`config.mk`:
```
export PLATFORM = sky130hd
export DESIGN_NAME = mem_port_arbiter
export DESIGN_NICKNAME = d
export VERILOG_FILES = /design/src/rtl/mem_port_arbiter.sv
export SDC_FILE = /design/constraint.sdc
export NUM_CORES = 1
export LEC_CHECK = 0
export CAP_MARGIN = 20
export CORE_ASPECT_RATIO = 2
export CORE_MARGIN = 5
export CORE_UTILIZATION = 42
export DETAILED_ROUTE_END_ITERATION = 6
export PLACE_DENSITY = 0.95
export SLEW_MARGIN = 0
export SYNTH_ARGS = -nofsm -noshare
export SYNTH_HDL_FRONTEND = slang
export SYNTH_SLANG_ARGS = --single-unit
```
`constraint.sdc`:
```
create_clock -name clk -period 3.9 [get_ports clk]
set_clock_uncertainty 0.05 [all_clocks]
set_input_delay 0.585 -clock clk [delete_from_list [all_inputs] [get_ports clk]]
set_output_delay 0.585 -clock clk [all_outputs]
set_load 0.01 [all_outputs]
```
`src/rtl/mem_port_arbiter.sv`:
```
// Arbitrates CHANNELS requestors onto one synchronous-read memory port.
// Round-robin or fixed-priority grant, one access per cycle, 1-cycle read return.
module mem_port_arbiter #(
    parameter int WIDTH      = 16,
    parameter int ADDR_WIDTH = 16,
    parameter int CHANNELS   = 2,
    parameter int MODE       = 0
) (
    input  logic                           clk,
    input  logic                           reset,
    input  logic [CHANNELS-1:0]            req,
    input  logic [CHANNELS-1:0]            we,
    input  logic [CHANNELS*ADDR_WIDTH-1:0] addr,
    input  logic [CHANNELS*WIDTH-1:0]      wdata,
    output logic [CHANNELS-1:0]            gnt,
    output logic [CHANNELS-1:0]            rvalid,
    output logic [WIDTH-1:0]               rdata,
    output logic [ADDR_WIDTH-1:0]          mem_addr,
    output logic [WIDTH-1:0]               mem_wdata,
    output logic                           mem_we,
    input  logic [WIDTH-1:0]               mem_q
);

    localparam int PW = (CHANNELS > 1) ? $clog2(CHANNELS) : 1;

    logic [PW-1:0]         ptr_q, ptr_d;
    logic [PW-1:0]         gidx;
    logic                  any_gnt;
    logic [CHANNELS-1:0]   rvalid_q, rvalid_d;
    logic [ADDR_WIDTH-1:0] addr_q, addr_d;
    logic [WIDTH-1:0]      wdata_q, wdata_d;
    int                    cand;

    // Scan channels starting at the pointer (round-robin) or at 0 (fixed).
    always_comb begin
        any_gnt = 1'b0;
        gidx    = '0;
        cand    = 0;
        for (int off = 0; off < CHANNELS; off++) begin
            cand = (MODE == 0) ? int'(ptr_q) + off : off;
            if (cand >= CHANNELS) begin
                cand = cand - CHANNELS;
            end
            if (reset && !any_gnt && req[cand]) begin
                any_gnt = 1'b1;
                gidx    = PW'(cand);
            end
        end
    end

    always_comb begin
        gnt = '0;
        if (any_gnt) begin
            gnt[gidx] = 1'b1;
        end
    end

    // Idle cycles keep driving the last granted address/data.
    always_comb begin
        addr_d  = addr_q;
        wdata_d = wdata_q;
        mem_we  = 1'b0;
        if (any_gnt) begin
            addr_d  = addr[int'(gidx)*ADDR_WIDTH +: ADDR_WIDTH];
            wdata_d = wdata[int'(gidx)*WIDTH +: WIDTH];
            mem_we  = we[gidx];
        end
        mem_addr  = addr_d;
        mem_wdata = wdata_d;
    end

    always_comb begin
        ptr_d    = ptr_q;
        rvalid_d = '0;
        if (any_gnt) begin
            if (MODE == 0) begin
                if (int'(gidx) == CHANNELS - 1) begin
                    ptr_d = '0;
                end else begin
                    ptr_d = gidx + 1'b1;
                end
            end
            if (!we[gidx]) begin
                rvalid_d[gidx] = 1'b1;
            end
        end
    end

    always_ff @(posedge clk) begin
        if (!reset) begin
            ptr_q    <= '0;
            rvalid_q <= '0;
            addr_q   <= '0;
            wdata_q  <= '0;
        end else begin
            ptr_q    <= ptr_d;
            rvalid_q <= rvalid_d;
            addr_q   <= addr_d;
            wdata_q  <= wdata_d;
        end
    end

    // A read accepted just before reset must not surface while reset is low.
    assign rvalid = rvalid_q & {CHANNELS{reset}};
    assign rdata  = mem_q;

endmodule

```
==> results.cfg <==
[die]
row_count = 40
boundary_pins = 139
initial_utilization_pct = 42.6
chip_width_um = 64.8
die_area_mm2 = 0.00774
die_h_um = 120
core-area_mm2 = 0.00591

[yosys]
postSynthCellCount = 287
share_of_the_yosys_chip_area_belonging_to_registers_pct = 27.8
synth-warning-count = 0
number_of_enable_flip_flop_cells_after_synthesis = 0
postSynthAreaPerCell_um2 = 8.78
synthesis.area_mm2 = 0.00252
ys.flop_type = sky130_fd_sc_hd__dfxtp_1
synth_seq_cells = 35
fraction_of_registers_with_async_set_or_reset_after_synthesis_pct = 0
postSynthNetCount = 373
synth_cell_type_count = 22
yosysMostFrequentCell = sky130_fd_sc_hd__nor2_1
netlist.top_cell.by_area = sky130_fd_sc_hd__dfxtp_1
synth_largest_type_area_fraction_pct = 27.8
synth_top_cells_by_area = sky130_fd_sc_hd__dfxtp_1, sky130_fd_sc_hd__mux2_2, sky130_fd_sc_hd__a221o_1
ys_top_cells_by_count = sky130_fd_sc_hd__nor2_1, sky130_fd_sc_hd__dfxtp_1, sky130_fd_sc_hd__and2_1

[hold_path]
hold_class = flop to flop

[clocking]
cts_resized = 0
cts-buffers-inserted = 5
path_clk_slew_ns = 0.05
clk_path_buf_depth = 2
clock_latency_on_the_worst_skew_pair_ns = 0.27
cts_tree = done
cts.sink_count = 35
cts_hold_buf = 0
cts_htree_levels = 2
post_cts_buffers = 0
cts_root_buf = sky130_fd_sc_hd__clkbuf_16

[final_layout]
finish.net_count = 447
finish.utilization_pct = 59.9
antenna_cells_inserted = 0
fillers = 507
layout_area_overhead_pct = 40.5
layout-drive-gt1-share_pct = 14.1
register_area_um2 = 701
multiInputGateArea_mm2 = 0.00151
final_cell_area_mm2 = 0.00354

[timing]
final-max-slew-violation-count = 0
fin_tns_setup_ns = 0
timing.slew.headroom_pct = 53.4
min_period_over_period_pct = 88.0
max_clock_freq_mhz = 291
worstMarginPinSlew_ns = 0.699
report.final.hold_viol_count = 0
setup_viol = 0
finalCriticalPeriod_ns = 3.43
grt_setup_unrepaired = no

[setup_path]
cp.required_ns = 3.26
worst-setup-path-type = primary input to primary output
cp.arrival_ns = 2.80
worst_r2r_endpoint = addr_q[0]$_SDFF_PN0_
cp-start-kind = primary input
worst_setup_path_end_kind = primary output
crit_path_end = mem_addr[4]
crit_fanout = 35
cp-startpoint = req[0]
reg2reg_setup_slack_ns = 2.52
reg2reg_from = ptr_q$_SDFFE_PN0P_
worst_r2r_path_depth = 3

[place]
finalWeightedCongestion = 0.758
detailed_place.area_mm2 = 0.00338
portBuffers = 106
dp.final_hpwl_um = 4820

[drt]
drt_iter0_drc = 205
drc_errors = 0
detailedRoute.firstPassIterationCount = 4
dr_total_vias = 2505
route.detailed.wl_per_inst_um = 17.2
routed_via_density = 5.91
detail_route.wirelength_um = 7280
drt.antenna.violating_nets = 0

[run_status]
result_of_the_run = finished clean

[power]
combinational_power_share_pct = 32.3
power_report.internal_total_uw = 857
seqPwrFrac_pct = 34.5
p_switching_uw = 302
ir_drop_mv = 0.248
netSwitchingFraction_pct = 26.1
pwr_density_cell_mw_per_mm2 = 328
power.leakage_nw = 1.37
clock_power_share_pct = 33.1

[global_route]
initial_antenna_violation_count = 0
grt_pass1_vias = 2484
grtUsageTotal_pct = 18.4
grt_first_pass_wirelength_um = 11800
maximum_number_of_pins_on_one_net_before_global_route_repair = 36
grt_overflow = 0

[job]
cap_viol_max_count = 0
## per-layer routing
metal  track usage (%)  share of wire (%)
met5                 0                  0
met4              5.56               0.93
met3              4.87                 11
met2              28.7                 44
met1              24.6                 43
## cell usage in the layout, fill, tap and decap left out
cell | synthesis | final
sky130_fd_sc_hd__a21oi_1 | 1 | 1
sky130_fd_sc_hd__and2_1 | 34 | 34
sky130_fd_sc_hd__o221ai_1 | 32 | 32
sky130_fd_sc_hd__and3_4 | 1 | 1
sky130_fd_sc_hd__nand2b_4 | 1 | 1
sky130_fd_sc_hd__buf_4 | 20 | 5
sky130_fd_sc_hd__a221o_1 | 32 | 32
sky130_fd_sc_hd__o21ai_0 | 1 | 1
sky130_fd_sc_hd__clkinv_2 | 0 | 1
sky130_fd_sc_hd__clkbuf_8 | 0 | 1
sky130_fd_sc_hd__dfxtp_1 | 35 | 35
sky130_fd_sc_hd__buf_2 | 3 | 1
sky130_fd_sc_hd__clkdlybuf4s50_1 | 0 | 105
sky130_fd_sc_hd__mux2_2 | 32 | 32
sky130_fd_sc_hd__a21boi_0 | 1 | 1
sky130_fd_sc_hd__clkbuf_16 | 0 | 5
sky130_fd_sc_hd__buf_6 | 8 | 1
sky130_fd_sc_hd__o21ai_2 | 1 | 1
sky130_fd_sc_hd__nand3_1 | 2 | 2
sky130_fd_sc_hd__nor2_1 | 64 | 64
sky130_fd_sc_hd__and3_1 | 1 | 1
sky130_fd_sc_hd__a21bo_2 | 1 | 1
sky130_fd_sc_hd__nand2_2 | 1 | 1
sky130_fd_sc_hd__nor2b_1 | 2 | 2
## power groups by stage
stage	Clock (mW)	Sequential, mW	Combinational [mW]
after floorplan	0	0.403	0.213
after detailed placement	0	0.407	0.371
after global routing	0.408	0.403	0.404
after CTS	0.391	0.400	0.374
final	0.384	0.400	0.375
after global placement	0	0.406	0.364
## flip-flops by register name, indices dropped and copies added (netlist names)
name      cells
addr_q       16
ptr_q         1
rvalid_q      2
wdata_q      16
## area by class of cell
cell class,count,area share (%)
Multi-Input combinational cell,207,42.7
Timing Repair Buffer,112,31.2
Sequential cell,35,19.8
Clock buffer,6,3.93
Tap cell,63,2.23
Clock inverter,1,0.141
## stage by stage
step                      setup slack, ns  std cells  power [mW]  hold WS, ns
after floorplan                      1.74        287       0.616        0.417
after global placement              0.452        416       0.770        0.437
after detailed placement            0.411        416       0.778        0.443
after CTS                           0.387        423        1.17        0.454
after global routing                0.378        424        1.21        0.509
final                               0.466        424        1.16        0.462
## critical path, stage by stage
cell and delay (ns):
sky130_fd_sc_hd__clkdlybuf4s50_1 0.53, sky130_fd_sc_hd__buf_4 0.39, sky130_fd_sc_hd__nand2b_4 0.08, sky130_fd_sc_hd__and3_4 0.32, sky130_fd_sc_hd__a221o_1 0.40, sky130_fd_sc_hd__clkdlybuf4s50_1 0.49
## how the worst min path moves through the flow
stage | from | end | depth (start not counted)
after global routing | ptr_q$_SDFFE_PN0P_ | ptr_q$_SDFFE_PN0P_ | 1
after floorplan | ptr_q$_SDFFE_PN0P_ | ptr_q$_SDFFE_PN0P_ | 1
after global placement | ptr_q$_SDFFE_PN0P_ | ptr_q$_SDFFE_PN0P_ | 1
final | ptr_q$_SDFFE_PN0P_ | ptr_q$_SDFFE_PN0P_ | 1
after detailed placement | ptr_q$_SDFFE_PN0P_ | ptr_q$_SDFFE_PN0P_ | 1
after CTS | ptr_q$_SDFFE_PN0P_ | ptr_q$_SDFFE_PN0P_ | 1
## logic make-up after synthesis
| kind of cell | count (synthesis) | share of synthesized area, % |
|---|---|---|
| AOI/OAI and AO/OA | 69 | 25.3 |
| buffers and inverters | 45 | 12.2 |
| DFF | 35 | 27.8 |
| and+or+nand+nor | 106 | 20.4 |
| muxes | 32 | 14.3 |
(Power assumes the default switching activity.)
